### config.mk
export PLATFORM = sky130hd
export DESIGN_NAME = uart_rx
export DESIGN_NICKNAME = d
export VERILOG_FILES = /design/src/rtl/uart_rx.sv
export SDC_FILE = /design/constraint.sdc
export NUM_CORES = 1
export LEC_CHECK = 0
export ABC_CLOCK_PERIOD_IN_PS = 5400
export CAP_MARGIN = 5
export CORE_MARGIN = 2
export CORE_UTILIZATION = 50
export CTS_BUF_LIST = sky130_fd_sc_hd__clkbuf_8
export CTS_CLUSTER_SIZE = 12
export DETAILED_ROUTE_END_ITERATION = 8
export PLACE_DENSITY = 0.73
export SETUP_SLACK_MARGIN = 0.2
export SYNTH_ARGS = -nofsm -noshare
export SYNTH_HDL_FRONTEND = slang
export SYNTH_SLANG_ARGS = --single-unit
### constraint.sdc
create_clock -name clk -period 5.4 [get_ports clk]
set_clock_uncertainty 0.1 [all_clocks]
set_input_delay 0.54 -clock clk [delete_from_list [all_inputs] [get_ports clk]]
set_output_delay 0.54 -clock clk [all_outputs]
set_load 0.01 [all_outputs]
### src/rtl/uart_rx.sv
// 8N1 UART receiver. Oversampled start/data/stop detection with a
// 2-flop input synchronizer, a byte holding register with valid/ack
// handshake, a sticky overrun flag and a one-clock framing error pulse.
module uart_rx #(
    parameter int OVERSAMPLE = 16,
    parameter int DATA_BITS  = 8
) (
    input  logic                 clk,
    input  logic                 rst,
    input  logic                 sample_tick,
    input  logic                 rx,
    output logic [DATA_BITS-1:0] rx_data,
    output logic                 rx_valid,
    input  logic                 rx_ack,
    output logic                 overrun,
    output logic                 frame_err,
    output logic                 busy
);

    localparam int CNT_W = $clog2(OVERSAMPLE);
    localparam int IDX_W = (DATA_BITS > 1) ? $clog2(DATA_BITS) : 1;
    localparam logic [CNT_W-1:0] HALF_LAST = CNT_W'(OVERSAMPLE / 2 - 1);
    localparam logic [CNT_W-1:0] FULL_LAST = CNT_W'(OVERSAMPLE - 1);
    localparam logic [IDX_W-1:0] LAST_IDX  = IDX_W'(DATA_BITS - 1);

    typedef enum logic [2:0] {
        IDLE,
        START,
        DATA,
        STOP,
        WAIT_IDLE
    } state_t;

    state_t               state, state_n;
    logic [CNT_W-1:0]     tick_cnt, tick_cnt_n;
    logic [IDX_W-1:0]     bit_idx, bit_idx_n;
    logic [DATA_BITS-1:0] shreg, shreg_n;
    logic                 frame_done_n, frame_err_n;
    logic                 frame_done_p1;
    logic                 rx_sync_p0, rx_s;

    // --- stage p0/p1: bring the asynchronous pin into the clk domain
    always_ff @(posedge clk) begin
        if (rst) begin
            rx_sync_p0 <= 1'b1;
            rx_s       <= 1'b1;
        end else begin
            rx_sync_p0 <= rx;
            rx_s       <= rx_sync_p0;
        end
    end

    // Frame FSM register plus counters and one-cycle completion/error strobes
    always_ff @(posedge clk) begin
        if (rst) begin
            state         <= IDLE;
            tick_cnt      <= '0;
            bit_idx       <= '0;
            frame_done_p1 <= 1'b0;
            frame_err     <= 1'b0;
        end else begin
            state         <= state_n;
            tick_cnt      <= tick_cnt_n;
            bit_idx       <= bit_idx_n;
            frame_done_p1 <= frame_done_n;
            frame_err     <= frame_err_n;
        end
    end

    // Shift register holds data only, so it carries no reset
    always_ff @(posedge clk) begin
        shreg <= shreg_n;
    end

    // Next-state logic: every decision is taken on a sample tick only
    always_comb begin
        state_n      = state;
        tick_cnt_n   = tick_cnt;
        bit_idx_n    = bit_idx;
        shreg_n      = shreg;
        frame_done_n = 1'b0;
        frame_err_n  = 1'b0;
        if (sample_tick) begin
            case (state)
                IDLE: begin
                    if (!rx_s) begin
                        tick_cnt_n = '0;
                        state_n    = START;
                    end
                end
                START: begin
                    // Re-check the line half a bit later to reject glitches
                    if (tick_cnt == HALF_LAST) begin
                        tick_cnt_n = '0;
                        if (rx_s) begin
                            state_n = IDLE;
                        end else begin
                            bit_idx_n = '0;
                            state_n   = DATA;
                        end
                    end else begin
                        tick_cnt_n = tick_cnt + 1'b1;
                    end
                end
                DATA: begin
                    if (tick_cnt == FULL_LAST) begin
                        tick_cnt_n = '0;
                        shreg_n    = {rx_s, shreg[DATA_BITS-1:1]};
                        if (bit_idx == LAST_IDX) begin
                            state_n = STOP;
                        end else begin
                            bit_idx_n = bit_idx + 1'b1;
                        end
                    end else begin
                        tick_cnt_n = tick_cnt + 1'b1;
                    end
                end
                STOP: begin
                    if (tick_cnt == FULL_LAST) begin
                        tick_cnt_n = '0;
                        if (rx_s) begin
                            frame_done_n = 1'b1;
                            state_n      = IDLE;
                        end else begin
                            frame_err_n = 1'b1;
                            state_n     = WAIT_IDLE;
                        end
                    end else begin
                        tick_cnt_n = tick_cnt + 1'b1;
                    end
                end
                WAIT_IDLE: begin
                    // A held-low line (break) must not look like a new start bit
                    if (rx_s) begin
                        state_n = IDLE;
                    end
                end
                default: begin
                    state_n = IDLE;
                end
            endcase
        end
    end

    // --- stage p1 -> holding register: load, overrun, and ack handshake
    always_ff @(posedge clk) begin
        if (rst) begin
            rx_data  <= '0;
            rx_valid <= 1'b0;
            overrun  <= 1'b0;
        end else if (frame_done_p1) begin
            if (!rx_valid || rx_ack) begin
                rx_data  <= shreg;
                rx_valid <= 1'b1;
                if (rx_ack) begin
                    overrun <= 1'b0;
                end
            end else begin
                overrun <= 1'b1;
            end
        end else if (rx_ack && rx_valid) begin
            rx_valid <= 1'b0;
            overrun  <= 1'b0;
        end
    end

    assign busy = (state != IDLE);

endmodule

Yosys cells after proc, flatten, opt, wreduce, memory -nomap -nowiden
Index checks and enable logic that the tools add are counted.
- add/sub/neg operators: 2
- multiplexer cells: 26
- reductions and logical operators: 17
- equal/unequal tests: 17
- bitwise logic cells: 3
- operators by type and width (kind ; count):
    2-to-1 mux 3 bit ; 11
    inequality test 2 bit, second input constant ; 8
    case mux 3 bit (5 select lines) ; 1
    2-to-1 mux 4 bit ; 3
    case mux 4 bit (3 select lines) ; 1
    2-to-1 mux 1 bit ; 8
    AND reduction 7 bit ; 1
    == test 3 x 2 -> 1 bit, second input constant ; 2
    == test 3 bit, second input constant ; 2
    case mux 3 bit (2 select lines) ; 1
    AND reduction 2 bit ; 3
    AND reduction 3 bit ; 2
    AND reduction 6 bit ; 1
    nonzero test 3 bit ; 2
    adder 4 x 1 -> 4 bit, second input constant ; 1
    == test 4 x 3 -> 1 bit, second input constant ; 1
    == test 4 bit, second input constant ; 1
    nonzero test 2 bit ; 2
    OR reduction 4 bit ; 1
    adder 3 x 1 -> 3 bit, second input constant ; 1
    == test 3 x 1 -> 1 bit, second input constant ; 1
    logical NOT 3 bit ; 1
    inequality test 3 bit, second input constant ; 1
    NOT 1 bit ; 3
    other kinds (6) ; 6
- flip-flop bits (word level): 32

Longest topological paths before layout
- depth in word-level cells: 4
- depth in mapped cells: 6
- depth with buffers taken out: 5

Least setup slack after synthesis
Ideal clock, no wire load.
- kind: register to register
- from: register state[2]
- to: register state[0]
- required time: 5.177 ns
- buffers on the path: 2
- arrival time: 1.643 ns
- stages on the path, launching flop included: 7
- slack: 3.534 ns
- cell sequence: dfxtp_1 > buf_6 > or3b_1 > buf_6 > o221a_2 > o211ai_2 > mux2_1
- longest elaborated chain between the ends: 3
- RTL lines (element ; RTL line ; text):
    start, declared ; 34 ; state_t state, state_n;
    start signal, assigned ; 62 ; state <= state_n;
    == test 3 x 2 -> 1 bit, or another cell as far along ; 84 ; case (state)
    inequality test 2 bit (no line) ; n/a ;
    AND reduction 7 bit (no line) ; n/a ;
Several ways; a longest one is shown, not always the timed one.
A chain may end at the register's enable or synchronous reset.

Final worst setup path
- from: register state[2]
- to: output busy
- longest elaborated chain between the ends: 1
- RTL lines (element ; RTL line ; text):
    nonzero test 3 bit ; 167 ; assign busy = (state != IDLE);
    end, declared ; 17 ; output logic busy
Every way passes these cells.

==> metrics.md <==
| Metric | Value |
|---|---|
| Detail Placement HPWL | 1760 µm |
| Peak VDD IR | 0.2730 mV |
| Vias in the first global route | 902 |
| Post-CTS Setup Bufs | 0 |
| Initial antenna violation count | 0 |
| Reg-to-reg setup timing slack | 3410 ps |
| PnR worst setup slack | 3093 ps |
| DR pass1 iterations | 3 |
| H-tree levels | 2 |
| Final setup fails | 0 |
| Initial DRC count | 13 |
| Max clock buf depth | 2 |
| Filler cells | 205 |
| Total CTS buffers | 5 |
| Sequential share of the synthesized area | 53.73% |
| Gpl congestion | 0.7548 |
| Period utilization | 42.72% |
| Die Area | 3113 µm² |
| Row cnt | 18 |
| Critical R2R Launch | tick_cnt[0]$_SDFFE_PP0P_ |
| Worst slew margin | 40.55% |
| Post-synthesis instance total | 124 |
| Final nets | 147 |
| Post-CTS Resized | 0 |
| Post-Syn Nets | 132 |
| Share of the synthesized area in the top cell type | 35.82% |
| Reg2reg path depth | 4 |
| Placement Setup Slack | 3087 ps |
| Max Slew Vio Count | 0 |
| Post-Route WL | 2476 µm |
| Leak | 0.0006272 µW |
| Layout cell share with drive strength beyond 1 | 10.71% |
| Grt total ovfl | 0 |
| RSZ-0062 raised after global routing | no |
| Largest net degree at the start of global routing | 26 |
| CP endpoint kind | output pin |
| DRC | 0 |
| All-layer global routing usage | 17.90% |
| Worst Hold Endpoint | rx_s$_SDFF_PP1_ |
| PwrDens | 341.3 nW/µm² |
| Net switching power | 131.1 µW |
| Combinational Power Share | 12.2% |
| CTS tree | done |
| Max cap viols | 0 |
| Top FF cell, synth | dfxtp_1 |
| EDFF count, synth | 8 |
| Area growth from synthesis to layout | 19.12% |
| Die Height | 55.80 µm |
| Root Driver | clkbuf_8 |
| Critical Path RT | 4760 ps |
| Result of the run | completed |
| Sequential power share | 47.1% |
| Via density | 5.618 |
| IO Count | 17 |
| RR Endpoint | shreg[4]$_DFFE_PP_ |
| Total clock sinks | 32 |
| Flops & latches, synth | 32 |
| Switching Share | 24.04% |
| Critical path startpoint category | flop |
| Worst setup path category | flop to output pin |
| Clk_lat worst skew | 280 ps |
| Cell Area, Synth | 1341 µm² |
| Max Clk Rate | 433.5 MHz |
| First-pass GRT wire length | 4146 µm |
| Die W | 55.80 µm |
| Minimum clock period | 2307 ps |
| Largest cells by area after synthesis | dfxtp_1 36%, edfxtp_1 18%, mux2i_1 6.0% |
| Setup TNS | 0 ps |
| Clk network pwr share | 40.7% |
| CP arrival | 1670 ps |
| Hold Vio Cnt, Final | 0 |
| Antenna diodes | 0 |
| Largest fanout on the critical path | 10 |
| Hold Path Stages | 1 |
| Hold WC Path Type | flop to flop |
| DR WL/cell | 14.56 µm |
| Clock slew at reported path FFs | 70 ps |
| Core area | 2500 µm² |
| PortBufs | 16 |
| Yosys warns | 0 |
| Int Power | 414.3 µW |
| Final ANT Viol Nets | 0 |
| Area leader, netlist | dfxtp_1 |
| Hold_buf cts | 0 |
| Worst-margin pin slew | 889.0 ps |
| Hold_sp | rx_sync_p0$_SDFF_PP1_ |
| Synth Area per Inst | 10.82 µm² |
| Share of synthesized registers carrying an async set or reset | 0% |
| Unique masters post-synth | 43 |
| Initial Util | 53.65% |
| Vias | 955 |
sequential cells by signal, indices dropped and copies added (netlist names):
name	count
rx_data	8
shreg	8
tick_cnt	4
bit_idx	3
state	3
frame_done_p1	1
frame_err	1
overrun	1
rx_s	1
rx_sync_p0	1
rx_valid	1
synthesized netlist by cell type, types with 2 or more instances:
cell / count
a31o_2: 2
mux2i_1: 8
nor4_1: 2
nor3_1: 2
buf_6: 2
or3b_1: 2
nand4_1: 2
edfxtp_1: 8
o21ai_0: 4
nor2_1: 14
nand2b_1: 2
o22ai_1: 2
a2111oi_0: 2
dfxtp_1: 24
nand2_1: 3
or2_2: 3
nor2b_1: 3
a21oi_1: 6
ha_1: 3
clkbuf_1: 5
inv_1: 3
power groups by stage:
stage                     logic, µW  registers (µW)  clock network (µW)
after floorplan                56.9             258                   0
after global placement         64.5             262                   0
after detailed placement       66.3             262                   0
after CTS                      66.7             257                 227
after global routing           73.0             258                 239
final                          66.5             257                 222
kinds of logic after synthesis:
kind of cell             Yosys count  synth area share, %
AO/OA/AOI/OAI                     27                14.74
XOR/XNOR                           1               0.6531
adder cells (fa/ha/maj)            3                2.799
buffers and inverters             11                4.478
flip-flops                        32                53.73
multiplexers                       9                6.810
AND/OR/NAND/NOR                   41                16.79
per-layer routing:
layer	routed length [µm]	global-route usage [%]	up-vias
li1	-	-	486
met3	123	7.907	4
met1	1058	19.32	449
met4	35	8.711	0
met2	1260	29.76	16
met5	0	0	-
stage by stage:
step	utilization [%]	instances	cell area, µm²	power (µW)	hold slack (ps)
4_1_cts	63.91	170	1598	550.4	327.2
6_report	63.91	170	1598	545.4	321.6
5_1_grt	63.91	170	1598	570.0	327.9
3_5_place_dp	59.61	162	1490	328.7	298.5
3_3_place_gp	59.61	162	1490	326.9	296.2
2_1_floorplan	-	124	1341	314.4	289.5
placed cells by master, fill, tap and decap left out, types with 2 or more instances in the layout:
cell type	n
or3b_1	2
a2111oi_0	2
o21ai_0	4
a31o_2	2
nor4_1	2
edfxtp_1	8
or2_2	3
ha_1	3
clkbuf_8	5
nor2b_1	3
nand2_1	3
nand2b_1	2
clkdlybuf4s50_1	16
nor3_1	2
dfxtp_1	24
a21oi_1	6
nor2_1	14
inv_1	4
nand4_1	2
mux2i_1	8
o22ai_1	2
worst max-delay path by stage:
stage	from	end	slack (ps)	cells past startpoint
after floorplan	state[2]$_SDFFE_PP0P_	state[0]$_SDFFE_PP0P_	3530	6
after global placement	rst	tick_cnt[3]$_SDFFE_PP0P_	3180	3
after detailed placement	rst	tick_cnt[3]$_SDFFE_PP0P_	3090	3
after CTS	state[2]$_SDFFE_PP0P_	busy	3080	2
after global routing	state[2]$_SDFFE_PP0P_	busy	3030	2
final	state[2]$_SDFFE_PP0P_	busy	3090	2
worst max-delay path, cell delays in order, from the launching register on:
cell and delay, ps:
dfxtp_1 390, or3_2 500, clkdlybuf4s50_1 480
final cells by class:
class	instances	area [µm²]	area share (%)
Tap cell	30	37.54	2.349
Sequential cell	32	720.7	45.11
Timing Repair Buffer	16	160.2	10.02
Clock buffer	5	68.82	4.307
Inverter	3	11.26	0.7048
Multi-Input combinational cell	81	560.5	35.08
Clock inverter	3	38.79	2.428
Note: power is estimated with default switching activity, not from simulation.
==> variant 1: new RTL, same flow settings <==
Register the input `rx` before use, without a reset. The logic sees it one clock later. The other inputs are not delayed to match.
--- a/src/rtl/uart_rx.sv
+++ b/src/rtl/uart_rx.sv
@@ -32,4 +32,10 @@
     } state_t;
 
+    logic rx_q;
+
+    always_ff @(posedge clk) begin
+        rx_q <= rx;
+    end
+
     state_t               state, state_n;
     logic [CNT_W-1:0]     tick_cnt, tick_cnt_n;
@@ -46,5 +52,5 @@
             rx_s       <= 1'b1;
         end else begin
-            rx_sync_p0 <= rx;
+            rx_sync_p0 <= rx_q;
             rx_s       <= rx_sync_p0;
         end
Formal check against the unedited RTL: not equivalent (a bounded check fails within 4 cycles, from zero or initial values and one cycle with rst high).
==> variant 1 against the unedited design <==
Sequential cell count increased by 1; count of clock-buffer cells in the layout unchanged; setup slack better by 0.0097 ns; die area grew 3.7%; maximum frequency grew 0.42%; core utilization is 2.7 points lower; design area increased by 3.8%; wire length shrank 1.4%; area after synthesis grew 4.0%; highest routed layer unchanged.
Power is not compared: it rests on default switching activity, and its combinational part moved more than twofold at a synthesized area within 25%.
==> variant 1: results <==
{
  "status": "complete, no violations",
  "dp_hpwl_um": 1620,
  "gr-usage-all-layers_pct": 17.5,
  "grt_first_pass_wirelength_um": 4310,
  "fillCellCount": 229,
  "io_buffers": 16,
  "power_leakage_nw": 0.633,
  "synth.net_count": 143,
  "timing.hold.worst.class": "register to register",
  "clock_tree.root_cell": "sky130_fd_sc_hd__clkbuf_8",
  "timing.hold.worst.start": "rx_q$_DFF_P_",
  "vdd_drop_max_mv": 0.211,
  "max_slew.worst_pin.slew_ns": 0.869,
  "synth_top_cells_by_area": "sky130_fd_sc_hd__dfxtp_1 (36%), sky130_fd_sc_hd__edfxtp_1 (17%), sky130_fd_sc_hd__mux2i_1 (6.5%), sky130_fd_sc_hd__nor2_1 (4.3%), sky130_fd_sc_hd__ha_1 (2.7%)",
  "gr-max-usage-layer": "met2",
  "globalRouteMet1Util_pct": 20.7,
  "place_worst_setup_slack_ns": 2.75,
  "grt_use_met3_pct": 5.07,
  "layout_top_registers": "rx_data: 8 flops, shreg: 8 flops, tick_cnt: 4 flops",
  "grt_max_degree": 27,
  "worst_setup_hold_path_clk_slew_ns": 0.06,
  "ctsResizeCount": 0,
  "crit-reg2reg-launch": "bit_idx[0]$_SDFFE_PP0P_",
  "power_density_nw_per_um2": 295,
  "routed-via-count": 1035,
  "p_int_w": 0.000393,
  "cp_data_arrival_time_ns": 2.40,
  "grt_pass1_vias": 931,
  "gpl.final_weighted_congestion": 0.810,
  "drive_above_1_share_pct": 7.38,
  "worstPathMaxFanout": 26,
  "setup.reg_to_reg.worst_slack_ns": 3.39,
  "postRouteWirelength_um": 2440,
  "dpl-instance-area_um2": 1550,
  "netlist-cell-type-count": 42,
  "slowest_delay_ns": 0.86,
  "grtUsageMet2_pct": 28.1,
  "synth-edff-count": 8,
  "cp-startpoint": "rst",
  "number_of_buffers_added_for_setup_after_cts": 0,
  "cts_htree_levels": 2,
  "crit_path_top_delay_cell": "sky130_fd_sc_hd__clkdlybuf4s50_1",
  "layout_min_cycle_time_ns": 2.30,
  "yosys-top-cells-count": "sky130_fd_sc_hd__dfxtp_1 (25), sky130_fd_sc_hd__nor2_1 (16), sky130_fd_sc_hd__mux2i_1 (9)",
  "cts_buffers": 5,
  "antenna_violations_before_repair": 0,
  "yosys_warnings": 0,
  "synth-seq-area-share_pct": 53.1,
  "postSynth.asyncResetShare_pct": 0,
  "drtPass1Iterations": 4,
  "num-nets-final": 156,
  "detail_route.iter0.violations": 48
}
-- variant 1: cell types whose count changed after synthesis, sizes merged, moves of 3 or more --
cell,delta
a31o,-3
nand3b,+3
clkbuf,+3
nor2b,+3
-- variant 1: cells by family after synthesis --
family / count (synthesis) / synth area share, %
flip-flops: 33 / 53.1
buffers and inverters: 13 / 4.13
AND/OR/NAND/NOR: 52 / 21.2
adder cells (fa/ha/maj): 3 / 2.69
XOR/XNOR: 1 / 0.628
multiplexers: 9 / 6.46
AO/OA/AOI/OAI: 24 / 11.8
-- variant 1: path summary, 6_finish.rpt --
check	endpoint	depth (start not counted)
max	bit_idx[1]$_SDFFE_PP0P_	4
min	rx_sync_p0$_SDFF_PP1_	1
max reg2reg	bit_idx[0]$_SDFFE_PP0P_	6
min reg2reg	rx_sync_p0$_SDFF_PP1_	1
-- variant 1: worst max-delay path: cells and delay by family --
family / cells / cell delay (ns)
AO/OA/AOI/OAI: 1 / 0.17
buffers and inverters: 1 / 0.86
AND/OR/NAND/NOR: 2 / 0.83
-- variant 1: power by group through the flow --
stage               clock (W)  sequential, W  combinational, W
CTS                  0.000226       0.000255         0.0000129
global placement            0       0.000261         0.0000125
global route         0.000238       0.000255         0.0000142
detailed placement          0       0.000261         0.0000128
floorplan                   0       0.000260        0.00000860
finish               0.000220       0.000255         0.0000128
-- variant 1: area by class of cell --
cell class / instances / area share (%)
Sequential cell: 33 / 44.7
Timing Repair Buffer: 17 / 10.1
Clock inverter: 3 / 2.26
Inverter: 2 / 0.453
Clock buffer: 5 / 4.15
Multi-Input combinational cell: 89 / 36.0
Tap cell: 31 / 2.34
-- variant 1: stage by stage --
stage	cells	total power [W]	hold WS (ns)
2_1_floorplan	135	0.000268	0.289
3_3_place_gp	172	0.000273	0.293
3_5_place_dp	172	0.000274	0.293
4_1_cts	180	0.000494	0.307
5_1_grt	180	0.000508	0.325
6_report	180	0.000488	0.306
-- variant 1: layer usage --
| metal | up-vias | wire length [um] |
|---|---|---|
| met1 | 493 | 1070 |
| met3 | 5 | 111 |
| met2 | 27 | 1210 |
| li1 | 510 | - |
| met4 | 0 | 51 |
| met5 | - | 0 |
==> variant 2: new RTL, same flow settings <==
Made on the original files. Set the parameter `OVERSAMPLE` to 32 (it was 16).
--- a/src/rtl/uart_rx.sv
+++ b/src/rtl/uart_rx.sv
@@ -3,5 +3,5 @@
 // handshake, a sticky overrun flag and a one-clock framing error pulse.
 module uart_rx #(
-    parameter int OVERSAMPLE = 16,
+    parameter int OVERSAMPLE = 32,
     parameter int DATA_BITS  = 8
 ) (
Formal check against the unedited RTL: same outputs for any inputs over 10 cycles, from zero or initial values and one cycle with rst high; that may be too few to reach the edited logic, so the function may still have changed.
==> variant 2 against the unedited design <==
Global-route usage shrank 0.30 points; setup slack lost 0.25 ns; non-clock buffer count is the same; critical path depth grew 4; sequential cell count grew 1; wire length grew 3.1%; design area grew 7.6%; hold slack lost 0.0057 ns; core utilization shrank 1.0 points; cell count grew 14%; area after synthesis grew 7.1%; via count grew 13%; critical path type is now register to register.
Power is not compared: it rests on default switching activity, and its combinational part moved more than twofold at a synthesized area within 25%.
==> variant 2: results <==
{
  "synth-compound-area-share_pct": 12.8,
  "timing.reg2reg.worst_path_depth": 6,
  "timing.critical_path.to": "shreg[6]$_DFFE_PP_",
  "route.met3.wl_um": 125,
  "fillCellCount": 216,
  "grt_pass1_vias": 1024,
  "nonClkBufAreaFrac_pct": 9.32,
  "n_tap_cell": 31,
  "arithmetic_cell_share_of_the_synthesized_area_counting_full_adders_half_adders_and_majority_gates_pct": 6.10,
  "num-nets-final": 173,
  "postSynth.asyncResetShare_pct": 0,
  "power_density_nw_per_um2": 285,
  "non_clock_inverter_count": 8,
  "synth_xor_xnor_area_share_pct": 0,
  "regArea_um2": 741,
  "drtPass1Iterations": 4,
  "num-clock-buffers": 5,
  "layout_top_registers": "rx_data: 8 flops, shreg: 8 flops, tick_cnt: 5 flops",
  "route.layer.met1.wl_um": 1160,
  "path_class": "register to register",
  "drive_above_1_share_pct": 8.02,
  "synth-seq-area-share_pct": 51.6,
  "yosys-top-cells-count": "sky130_fd_sc_hd__dfxtp_1 (25), sky130_fd_sc_hd__nor2_1 (16), sky130_fd_sc_hd__nand2_1 (14)",
  "met2_length_um": 1220,
  "multi_input_gates": 97,
  "multi_input_area_share_pct": 37.4,
  "regToRegEndpoint": "shreg[6]$_DFFE_PP_",
  "grt_max_degree": 24,
  "worstPathMaxFanout": 8,
  "globalRouteMet1Util_pct": 19.9,
  "antenna-diode-count": 0,
  "postRouteWirelength_um": 2550,
  "grtUsageMet2_pct": 29.2,
  "grt_use_met3_pct": 6.80,
  "max_slew.worst_pin.slew_ns": 0.944,
  "gpl.final_weighted_congestion": 0.845,
  "netlist-cell-type-count": 34,
  "grt_first_pass_wirelength_um": 4350,
  "muxShareOfSynthArea_pct": 8.45,
  "seq_cells": 33,
  "gr-usage-all-layers_pct": 17.6,
  "dp_hpwl_um": 1770,
  "cp_data_arrival_time_ns": 2.37,
  "area_share_clock_buf_inv_pct": 6.19,
  "detail_route.iter0.violations": 28,
  "detail_route.vias_per_cell": 5.57,
  "ant_nets": 0,
  "status": "complete, no violations",
  "synth_top_cells_by_area": "sky130_fd_sc_hd__dfxtp_1 (35%), sky130_fd_sc_hd__edfxtp_1 (17%), sky130_fd_sc_hd__mux2i_1 (7.7%), sky130_fd_sc_hd__ha_1 (6.1%), sky130_fd_sc_hd__nor2_1 (4.2%)",
  "setup.reg_to_reg.worst_slack_ns": 2.84,
  "synth.net_count": 155
}
==> variant 2: worst max-delay path, stage by stage, from the launching register on <==
cell and delay (ns):
sky130_fd_sc_hd__dfxtp_1 0.37, sky130_fd_sc_hd__ha_1 0.19, sky130_fd_sc_hd__inv_1 0.06, sky130_fd_sc_hd__nor3_1 0.36, sky130_fd_sc_hd__ha_1 0.30, sky130_fd_sc_hd__nand2_1 0.07, sky130_fd_sc_hd__nor3_1 0.72
==> variant 2: metrics by stage <==
stage / setup slack [ns] / hold slack, ns / utilization [%] / std cells / area [um2]
after floorplan: 3.15 / 0.289 / - / 143 / 1440
final: 2.84 / 0.316 / 62.9 / 193 / 1720
after global routing: 2.61 / 0.344 / 62.9 / 193 / 1720
after detailed placement: 2.82 / 0.302 / 59.0 / 185 / 1610
after CTS: 2.86 / 0.319 / 62.9 / 193 / 1720
after global placement: 3.00 / 0.302 / 59.0 / 185 / 1610
